## src/rtl/dungv_pkg.sv

```systemverilog
// Shared definitions for the instruction sequencer.
//   - default widths for the program counter, instruction word and retire count
//   - sequencer state encoding and instruction flag encoding
//   - HALT instruction word and small decode helpers
package dungv_pkg;

  localparam int unsigned PC_W_DEFAULT    = 10;
  localparam int unsigned TIMEOUT_DEFAULT = 255;
  localparam int unsigned INSTR_W         = 30;
  localparam int unsigned RETIRED_W       = 16;

  typedef enum logic [2:0] {
    S_IDLE   = 3'd0,
    S_FETCH  = 3'd1,
    S_DECODE = 3'd2,
    S_EXEC   = 3'd3,
    S_MEM    = 3'd4,
    S_RETIRE = 3'd5,
    S_HALT   = 3'd6
  } seq_state_e;

  // Instruction class lives in the top two bits of the word.
  typedef enum logic [1:0] {
    FLAG_NOP    = 2'd0,
    FLAG_ALU_RR = 2'd1,
    FLAG_ALU_RI = 2'd2,
    FLAG_MEM    = 2'd3
  } instr_flag_e;

  // A flag-0 word whose payload is all ones stops the sequencer.
  localparam logic [INSTR_W-1:0] HALT_WORD = 30'h0FFF_FFFF;

  function automatic instr_flag_e get_flag(input logic [INSTR_W-1:0] instr);
    return instr_flag_e'(instr[INSTR_W-1 -: 2]);
  endfunction

  function automatic logic is_halt(input logic [INSTR_W-1:0] instr);
    return (instr == HALT_WORD);
  endfunction

endpackage

```

## src/rtl/instr_sequencer_watchdog.sv

```systemverilog
// seq_watchdog: wait-cycle counter for the EXEC/MEM states.
// Ports:
//   clk, rst_n  : clock and asynchronous active-low reset
//   clear_i     : return the count to zero (has priority over enable_i)
//   enable_i    : this cycle is a waiting cycle; count it
//   expired_o   : this waiting cycle is the TIMEOUT-th one
module seq_watchdog #(
  parameter int unsigned TIMEOUT = 255
) (
  input  logic clk,
  input  logic rst_n,
  input  logic clear_i,
  input  logic enable_i,
  output logic expired_o
);

  localparam int unsigned CNT_W = (TIMEOUT < 2) ? 1 : $clog2(TIMEOUT + 1);

  logic [CNT_W-1:0] count_q;
  logic [CNT_W-1:0] count_d;

  assign count_d = count_q + CNT_W'(1);

  always_ff @(posedge clk or negedge rst_n) begin
    if (!rst_n) begin
      count_q <= '0;
    end else if (clear_i) begin
      count_q <= '0;
    end else if (enable_i) begin
      count_q <= count_d;
    end
  end

  // Flagged during the waiting cycle that brings the count up to TIMEOUT,
  // so the FSM leaves on the same edge the count reaches the limit.
  assign expired_o = enable_i && !clear_i && (count_q == CNT_W'(TIMEOUT - 1));

endmodule

```

## src/rtl/instr_sequencer.sv

```systemverilog
// instr_sequencer: fetch / decode / execute sequencer for 30-bit instructions.
// Ports:
//   clk, rst_n                      : clock, asynchronous active-low reset
//   start, start_addr               : launch execution at start_addr (IDLE/HALT only)
//   imem_req, imem_addr             : instruction fetch request and address
//   imem_rdata, imem_rvalid         : fetched word and its valid strobe
//   instr_out, instr_valid          : instruction to decoder, one-cycle strobe
//   exec_start, exec_done           : ALU start pulse and completion
//   mem_start, mem_done             : memory start pulse and completion
//   pc, busy, halted                : current address and status
//   timeout_err                     : sticky, set when a wait state times out
//   retired                         : saturating retired-instruction count
//
// state    | meaning
// ---------+-----------------------------------------------------------
// S_IDLE   | waiting for start after reset
// S_FETCH  | imem_req high at pc until imem_rvalid
// S_DECODE | instr_valid high for this one cycle
// S_EXEC   | exec_start in first cycle, then wait for exec_done
// S_MEM    | mem_start in first cycle, then wait for mem_done
// S_RETIRE | advance pc, count the instruction
// S_HALT   | stopped; start reloads pc and refetches
module instr_sequencer
  import dungv_pkg::*;
#(
  parameter int unsigned PC_W    = PC_W_DEFAULT,
  parameter int unsigned TIMEOUT = TIMEOUT_DEFAULT
) (
  input  logic                 clk,
  input  logic                 rst_n,
  input  logic                 start,
  input  logic [PC_W-1:0]      start_addr,
  output logic                 imem_req,
  output logic [PC_W-1:0]      imem_addr,
  input  logic [INSTR_W-1:0]   imem_rdata,
  input  logic                 imem_rvalid,
  output logic [INSTR_W-1:0]   instr_out,
  output logic                 instr_valid,
  output logic                 exec_start,
  input  logic                 exec_done,
  output logic                 mem_start,
  input  logic                 mem_done,
  output logic [PC_W-1:0]      pc,
  output logic                 busy,
  output logic                 halted,
  output logic                 timeout_err,
  output logic [RETIRED_W-1:0] retired
);

  seq_state_e             state_q;
  logic [PC_W-1:0]        pc_q;
  logic [PC_W-1:0]        pc_d;
  logic [INSTR_W-1:0]     instr_q;
  logic [RETIRED_W-1:0]   retired_q;
  logic [RETIRED_W-1:0]   retired_d;
  logic                   imem_req_q;
  logic                   instr_valid_q;
  logic                   exec_start_q;
  logic                   mem_start_q;
  logic                   busy_q;
  logic                   halted_q;
  logic                   timeout_err_q;

  logic in_wait;
  logic sampling;
  logic done_sel;
  logic wd_expired;

  assign pc_d      = pc_q + PC_W'(1);
  assign retired_d = (retired_q == '1) ? retired_q : retired_q + RETIRED_W'(1);

  assign in_wait  = (state_q == S_EXEC) || (state_q == S_MEM);
  // The start pulse cycle is not a sampling cycle: a done coincident with it
  // belongs to a previous operation and is dropped.
  assign sampling = in_wait && !(exec_start_q || mem_start_q);
  assign done_sel = (state_q == S_EXEC) ? exec_done : mem_done;

  seq_watchdog #(
    .TIMEOUT (TIMEOUT)
  ) u_watchdog (
    .clk       (clk),
    .rst_n     (rst_n),
    .clear_i   (!in_wait),
    .enable_i  (sampling && !done_sel),
    .expired_o (wd_expired)
  );

  always_ff @(posedge clk or negedge rst_n) begin
    if (!rst_n) begin
      state_q       <= S_IDLE;
      pc_q          <= '0;
      instr_q       <= '0;
      retired_q     <= '0;
      imem_req_q    <= 1'b0;
      instr_valid_q <= 1'b0;
      exec_start_q  <= 1'b0;
      mem_start_q   <= 1'b0;
      busy_q        <= 1'b0;
      halted_q      <= 1'b0;
      timeout_err_q <= 1'b0;
    end else begin
      instr_valid_q <= 1'b0;
      exec_start_q  <= 1'b0;
      mem_start_q   <= 1'b0;

      unique case (state_q)
        S_IDLE, S_HALT: begin
          if (start) begin
            pc_q          <= start_addr;
            timeout_err_q <= 1'b0;
            imem_req_q    <= 1'b1;
            busy_q        <= 1'b1;
            halted_q      <= 1'b0;
            state_q       <= S_FETCH;
          end
        end

        S_FETCH: begin
          if (imem_rvalid) begin
            instr_q       <= imem_rdata;
            imem_req_q    <= 1'b0;
            instr_valid_q <= 1'b1;
            state_q       <= S_DECODE;
          end
        end

        S_DECODE: begin
          case (get_flag(instr_q))
            FLAG_NOP: begin
              if (is_halt(instr_q)) begin
                busy_q   <= 1'b0;
                halted_q <= 1'b1;
                state_q  <= S_HALT;
              end else begin
                state_q  <= S_RETIRE;
              end
            end
            FLAG_ALU_RR, FLAG_ALU_RI: begin
              exec_start_q <= 1'b1;
              state_q      <= S_EXEC;
            end
            FLAG_MEM: begin
              mem_start_q <= 1'b1;
              state_q     <= S_MEM;
            end
          endcase
        end

        S_EXEC, S_MEM: begin
          if (sampling && done_sel) begin
            state_q <= S_RETIRE;
          end else if (wd_expired) begin
            timeout_err_q <= 1'b1;
            busy_q        <= 1'b0;
            halted_q      <= 1'b1;
            state_q       <= S_HALT;
          end
        end

        S_RETIRE: begin
          pc_q       <= pc_d;
          retired_q  <= retired_d;
          imem_req_q <= 1'b1;
          state_q    <= S_FETCH;
        end

        default: begin
          imem_req_q <= 1'b0;
          busy_q     <= 1'b0;
          halted_q   <= 1'b0;
          state_q    <= S_IDLE;
        end
      endcase
    end
  end

  assign imem_req    = imem_req_q;
  assign imem_addr   = pc_q;
  assign instr_out   = instr_q;
  assign instr_valid = instr_valid_q;
  assign exec_start  = exec_start_q;
  assign mem_start   = mem_start_q;
  assign pc          = pc_q;
  assign busy        = busy_q;
  assign halted      = halted_q;
  assign timeout_err = timeout_err_q;
  assign retired     = retired_q;

endmodule

```

## config.mk

```make
export PLATFORM = sky130hd
export DESIGN_NAME = instr_sequencer
export DESIGN_NICKNAME = d
export VERILOG_FILES = /design/src/rtl/dungv_pkg.sv /design/src/rtl/instr_sequencer_watchdog.sv /design/src/rtl/instr_sequencer.sv
export SDC_FILE = /design/constraint.sdc
export NUM_CORES = 1
export LEC_CHECK = 0
export BUFFER_PORTS_ARGS = -buffer_cell sky130_fd_sc_hd__clkbuf_2
export CORE_MARGIN = 1
export CORE_UTILIZATION = 35
export DETAILED_ROUTE_END_ITERATION = 7
export PLACE_DENSITY = 0.66
export SLEW_MARGIN = 25
export SYNTH_ARGS = -nofsm -noshare
export SYNTH_HDL_FRONTEND = slang
export SYNTH_HIERARCHICAL = 1
export SYNTH_SLANG_ARGS = --single-unit
export TNS_END_PERCENT = 30
```

## constraint.sdc

```tcl
create_clock -name clk -period 3.4 [get_ports clk]
set_input_delay 0.34 -clock clk [delete_from_list [all_inputs] [get_ports clk]]
set_output_delay 0.34 -clock clk [all_outputs]
set_load 0.02 [all_outputs]
```

==> impl_metrics.env, run 1 <==
export IMPL_path_class="reg2reg"
export IMPL_grtUsageMet3_pct=6.11
export IMPL_root_buffer="clkbuf_8"
export IMPL_dp_hpwl_um=6010
export IMPL_diodes=0
export IMPL_r2r_start="state_q[2]$_DFFE_PN0P_"
export IMPL_cts_resized=0
export IMPL_grt_pass1_vias=2913
export IMPL_grt_use_met1_pct=20.2
export IMPL_ant_nets=0
export IMPL_layout_drive_gt1_share_pct=39.6
export IMPL_setup_slack_ns=0.472
export IMPL_clk_latency_ns=0.34
export IMPL_placementRows=37
export IMPL_io_buffers=118
export IMPL_tns_ns=0
export IMPL_max_freq_mhz=342
export IMPL_initial_core_util_pct=35.8
export IMPL_worstMarginPinSlew_ns=0.859
export IMPL_clock_sinks=74
export IMPL_worstSetupStartpoint="state_q[2]$_DFFE_PN0P_"
export IMPL_gr_usage_all_layers_pct=15.9
export IMPL_synthCells=336
export IMPL_required_ns=3.62
export IMPL_drc=0
export IMPL_fin_util_pct=43.8
export IMPL_seq_area_frac_synth_pct=50.3
export IMPL_cts_tree="yes"
export IMPL_yosys_warnings=6
export IMPL_max_cap_violations=0
export IMPL_cts_buffer_depth=2
export IMPL_overflow=0
export IMPL_cts_buffers=9
export IMPL_post_place_ws_ns=0.505
export IMPL_syn_nets=388
export IMPL_htreeDepth=3
export IMPL_synth_cell_types=54
export IMPL_peakVddDrop_mv=0.496
export IMPL_crit_path_end_kind="flop"
export IMPL_skew_ns=0.00623
export IMPL_cp_arrival_ns=3.15
export IMPL_die_height_um=105
export IMPL_ys_seq_elements=74
export IMPL_cts_hold_buf=0
export IMPL_nFillCells=1028
export IMPL_grtUsageMet2_pct=25.5
export IMPL_grt_start_max_net_pins=75
export IMPL_routed_wl_um=8330
export IMPL_vias=2970
export IMPL_cp_start_kind="flop"
export IMPL_grt_pass1_wl_um=14000
export IMPL_place_inst=570
export IMPL_synth_edf_count=0
export IMPL_clk_pin_slew_ns=0.08
export IMPL_finalMaxSlewViolations=0
export IMPL_dieArea_mm2=0.0109
export IMPL_synth_ff_type="dfrtp_1"
export IMPL_coreArea_mm2=0.0103
export IMPL_synth_area_mm2=0.00368
export IMPL_rsz0062_at_grt="false"
export IMPL_grt_busiest_layer="met2"
export IMPL_hp_class="in2async"
export IMPL_critPathMaxFanout=15
export IMPL_crit_end="state_q[0]$_DFFE_PN0P_"
export IMPL_syn_avg_cell_area_um2=11.0
export IMPL_leakage_nw=2.10
export IMPL_gp_congestion=0.878
export IMPL_drt_iter0_markers=152
export IMPL_period_share_pct=86.1
export IMPL_fin_nets=497
export IMPL_flow_area_growth_from_synthesis_pct=22.2
export IMPL_drtPass1Iterations=6
export IMPL_finalSetupViolCount=0
export IMPL_fin_cells=586
export IMPL_ios=119
export IMPL_p_per_area_mw_per_mm2=893
export IMPL_post_cts_setup_buffer_count=0
export IMPL_hold_ws_ns=0.00977
export IMPL_die_w_um=105
export IMPL_relSlewSlack_pct=42.5
export IMPL_period_minus_slack_ns=2.93
export IMPL_synthArstFlopShare_pct=100
export IMPL_rr_endpoint="state_q[0]$_DFFE_PN0P_"
export IMPL_hold_viol=0
export IMPL_reg2reg_depth=8
export IMPL_rrSetupSlack_ns=0.47
export IMPL_status="completed"
export IMPL_antenna_found_initial=0
export IMPL_wire_per_inst_um=14.2
export IMPL_routed_via_density=5.07
==> layer usage <==
| layer | part of all wire, % | wire (µm) | up-vias |
|---|---|---|---|
| met5 | 0 | 0 | - |
| met4 | 1.4 | 119 | 0 |
| met3 | 7.6 | 631 | 11 |
| met2 | 47 | 3930 | 118 |
| met1 | 44 | 3660 | 1419 |
| li1 | - | - | 1422 |
==> cells by family after synthesis <==
group	count (synthesis)	synth area share (%)
adder cells (fa/ha/maj)	6	2.04
flip-flops	74	50.3
buffers and inverters	32	5.33
XOR/XNOR	18	4.28
AND/OR/NAND/NOR	115	17.0
AO/OA/AOI/OAI	58	11.0
multiplexers	33	10.1
==> layout make-up <==
cell class	instances	area (µm²)	share of cell area (%)
Sequential cell	74	1850	41.1
Tap cell	136	170	3.78
Inverter	10	37.5	0.834
Clock inverter	6	67.6	1.50
Clock buffer	10	128	2.83
Timing Repair Buffer	120	612	13.6
Multi-Input combinational cell	230	1640	36.3
==> critical path, stage by stage, from the launching register on <==
cell,delay (ns)
dfrtp_1,0.62
or3b_4,0.46
o22a_2,0.20
nor3_1,0.19
nand4_1,0.12
nor3_1,0.35
and2b_1,0.26
a221oi_2,0.28
mux2_4,0.33
==> stage by stage <==
| stage | total power [mW] | cell area, µm² |
|---|---|---|
| 2_1_floorplan | 2.87 | 3680 |
| 5_1_grt | 4.31 | 4500 |
| 6_report | 4.02 | 4500 |
| 4_1_cts | 4.07 | 4500 |
| 3_5_place_dp | 3.38 | 4300 |
| 3_3_place_gp | 3.32 | 4300 |
==> Yosys cell counts, types with 5 or more instances <==
library cell	n	share of area (%)
buf_2	5	0.68
a31oi_1	5	0.85
mux2_2	29	8.9
nand3_1	12	1.6
inv_1	10	1.0
a21oi_1	14	1.9
nor2_1	19	1.9
xnor2_1	14	3.3
o21ai_0	14	1.9
dfrtp_1	74	50
nand2_1	30	3.1
and3_1	8	1.4
ha_1	6	2.0
nand4_1	16	2.7
buf_4	12	2.4
==> placed cells by master (no fill, tap or decap), types with 4 or more instances in the layout <==
master and instances:
clkbuf_2 117, dfrtp_1 74, nand2_1 30, mux2_2 29
nor2_1 19, nand4_1 16, xnor2_1 14, a21oi_1 14
o21ai_0 14, nand3_1 12, inv_1 10, clkbuf_8 9
and3_1 8, ha_1 6, a31oi_1 5, nand3b_1 4
nor3_1 4, xor2_1 4, o22ai_1 4
==> worst min-delay path by stage <==
| stage | startpoint | end | slack, ns |
|---|---|---|---|
| after floorplan | rst_n | busy$_DFFE_PN0P_ | 0.04 |
| after global placement | retired[11]$_DFFE_PN0P_ | retired[11]$_DFFE_PN0P_ | 0.48 |
| after detailed placement | retired[5]$_DFFE_PN0P_ | retired[5]$_DFFE_PN0P_ | 0.50 |
| after CTS | rst_n | instr_out[26]$_DFFE_PN0P_ | 0.17 |
| after global routing | rst_n | instr_out[26]$_DFFE_PN0P_ | 0.05 |
| final | rst_n | instr_out[25]$_DFFE_PN0P_ | 0.01 |
==> where the power goes <==
group          switching, mW  leakage (nW)  internal [mW]  total (mW)
clock network          0.338        0.0925          0.340       0.678
registers              0.352         0.923           1.19        1.55
logic                   1.06          1.09          0.740        1.80
==> flip-flops by register name, summed over array words and instances (netlist names) <==
signal and flops:
state_q 3, imem_req 1, busy 1, mem_start 1, u_watchdog/count_q 8, instr_valid 1
instr_out 30, retired 16, timeout_err 1, exec_start 1, imem_addr 10, halted 1
No activity file was read; power rests on OpenSTA's default activity.
==> run 2: changes to the inputs <==
Settings changed: CORE_MARGIN 1 to 2, PLACE_DENSITY 0.66 to 0.68.
Clock period 3.4 ns to 2.68 ns, I/O delays scaled along.
==> impl_metrics.env, run 2 (synthesis results as in run 1) <==
export IMPL_grt_pass1_vias=2940
export IMPL_period_minus_slack_ns=2.47
export IMPL_relSlewSlack_pct=55.2
export IMPL_min_from="imem_rdata[29]"
export IMPL_initial_core_util_pct=35.8
export IMPL_postLayoutCellArea_mm2=0.00458
export IMPL_final_cell_mix="clkbuf_2 (117), dfrtp_1 (74), nand2_1 (30)"
export IMPL_post_cts_setup_buffer_count=0
export IMPL_gp_congestion=0.840
export IMPL_largest_reg_flops=30
export IMPL_placementRows=37
export IMPL_vias=3016
export IMPL_worstSetupStartpoint="state_q[2]$_DFFE_PN0P_"
export IMPL_diodes=0
export IMPL_p_per_area_mw_per_mm2=1150
export IMPL_path_depth=10
export IMPL_clk_latency_ns=0.34
export IMPL_crit_chain="or3b_4 -> o22a_2 -> nor3_2 -> nand4_1 -> nor3_2 -> buf_4 -> mux2i_1 -> a22oi_1 -> nand3b_1 -> o32a_1"
export IMPL_io_buffers=118
export IMPL_power_frac_seq_pct=36.2
export IMPL_cp_num_buf_inv=1
export IMPL_fin_nets=504
export IMPL_routed_wl_um=8610
export IMPL_layout_drive_gt1_share_pct=40.8
export IMPL_slowest_stage="dfrtp_1"
export IMPL_clock_sinks=74
export IMPL_post_place_ws_ns=0.148
export IMPL_swShare_pct=42.6
export IMPL_p_clk_share_pct=17.8
export IMPL_flow_area_growth_from_synthesis_pct=24.3
export IMPL_tns_ns=0
export IMPL_die_w_um=107
export IMPL_antenna_found_initial=0
export IMPL_place_area_mm2=0.00435
export IMPL_root_buffer="clkbuf_8"
export IMPL_reg2reg_depth=10
export IMPL_max_freq_mhz=405
export IMPL_ios=119
export IMPL_finalMaxSlewViolations=0
export IMPL_p_switching_mw=2.24
export IMPL_die_height_um=107
export IMPL_htreeDepth=3
export IMPL_critPathMostFrequentCell="nor3_2"
export IMPL_leakage_nw=2.15
export IMPL_intPower_mw=3.01
export IMPL_drc=0
export IMPL_cp_start_kind="flop"
export IMPL_drtPass1Iterations=4
export IMPL_finalSetupViolCount=0
export IMPL_status="completed"
export IMPL_dp_hpwl_um=6220
export IMPL_pwr_share_comb_pct=45.9
export IMPL_grt_pass1_wl_um=14200
export IMPL_crit_path_end_kind="flop"
export IMPL_cts_tree="yes"
export IMPL_skew_ns=0.0107
export IMPL_rsz0062_at_grt="false"
export IMPL_wire_per_inst_um=14.6
export IMPL_routed_via_density=5.09
export IMPL_drt_iter0_markers=140
export IMPL_ant_nets=0
export IMPL_gr_usage_all_layers_pct=15.7
export IMPL_cpLargestDelayFamily="simple AND/OR/NAND/NOR gates"
export IMPL_hp_class="in2reg"
export IMPL_cts_buffers=9
export IMPL_period_share_pct=92.2
export IMPL_required_ns=2.90
export IMPL_path_class="reg2reg"
export IMPL_max_cap_violations=0
export IMPL_coreArea_mm2=0.0103
export IMPL_critPathMaxFanout=5
export IMPL_clk_pin_slew_ns=0.08
export IMPL_peakVddDrop_mv=0.699
export IMPL_whs_path_depth=3
export IMPL_max_stage_delay_ns=0.43
export IMPL_r2r_start="state_q[2]$_DFFE_PN0P_"
export IMPL_worstMarginPinSlew_ns=0.672
export IMPL_grt_start_max_net_pins=75
export IMPL_setup_slack_ns=0.209
export IMPL_layout_commonest_cell="clkbuf_2"
export IMPL_dieArea_mm2=0.0114
export IMPL_hold_viol=0
export IMPL_cp_arrival_ns=2.69
export IMPL_cts_buffer_depth=2
export IMPL_overflow=0
-- run 2: cell types whose count changed in the layout (fill, tap and decap cells not counted), moves of 2 or more --
cell      before  now
nor3_2         0    2
buf_4          2    8
nor3_1         4    2
clkinv_4       2    0
clkinv_2       1    3
-- run 2: what timing repair did --
action	4_1_cts	5_1_grt
endpoints found under the hold margin	0	40
setup endpoints to repair	0	3
hold buffers	0	1
resized for setup	0	2
-- run 2: layer usage --
metal  part of all wire, %  global-route usage [%]  vias to the layer above
li1                      -                       -                     1447
met1                    45                    20.5                     1447
met2                    46                    24.4                      113
met3                   8.3                    5.35                        9
met4                   1.3                    5.01                        0
met5                     0                       0                        -
-- run 2: area by class of cell --
| type | count | area [µm²] |
|---|---|---|
| sequential | 74 | 1850 |
| clock buffer | 9 | 124 |
| fill | 1025 | 5700 |
| tap | 136 | 170 |
| clock inverter | 6 | 82.6 |
| timing repair buffer | 127 | 667 |
| multi-input combinational | 230 | 1650 |
| inverter | 10 | 37.5 |
-- run 2: path summary, 6_finish.rpt --
path                                        endpoint  slack (ns)
max                               halted$_DFFE_PN0P_        0.21
min                        instr_out[29]$_DFFE_PN0P_        0.13
max reg2reg                       halted$_DFFE_PN0P_        0.21
min reg2reg                  retired[11]$_DFFE_PN0P_        0.50
max in group asynchronous    retired[14]$_DFFE_PN0P_        1.71
min in group asynchronous      instr_valid$_DFF_PN0_        0.50
-- run 2: worst reg2reg max path, delay by kind of cell (launching register included) --
| kind | cells | cell delay [ns] |
|---|---|---|
| compound gates | 3 | 0.73 |
| buf+inv | 1 | 0.14 |
| flops | 1 | 0.43 |
| mux | 1 | 0.07 |
| simple gates | 5 | 0.98 |
-- run 2: power by group through the flow --
stage | Clock [mW] | Sequential [mW] | Combinational, mW
final | 0.934 | 1.90 | 2.41
after detailed placement | 0 | 1.92 | 2.40
after global routing | 1.01 | 1.97 | 2.61
after global placement | 0 | 1.90 | 2.37
after floorplan | 0 | 2.31 | 1.33
after CTS | 0.961 | 1.91 | 2.42
-- run 2: metrics by stage --
stage	utilization (%)	power, mW	instances	hold WS (ns)
after global placement	42.3	4.27	576	0.473
after floorplan	-	3.64	336	-0.0276
final	44.5	5.25	592	0.125
after CTS	44.3	5.29	591	0.0981
after detailed placement	42.3	4.33	576	0.474
after global routing	44.5	5.60	592	0.125
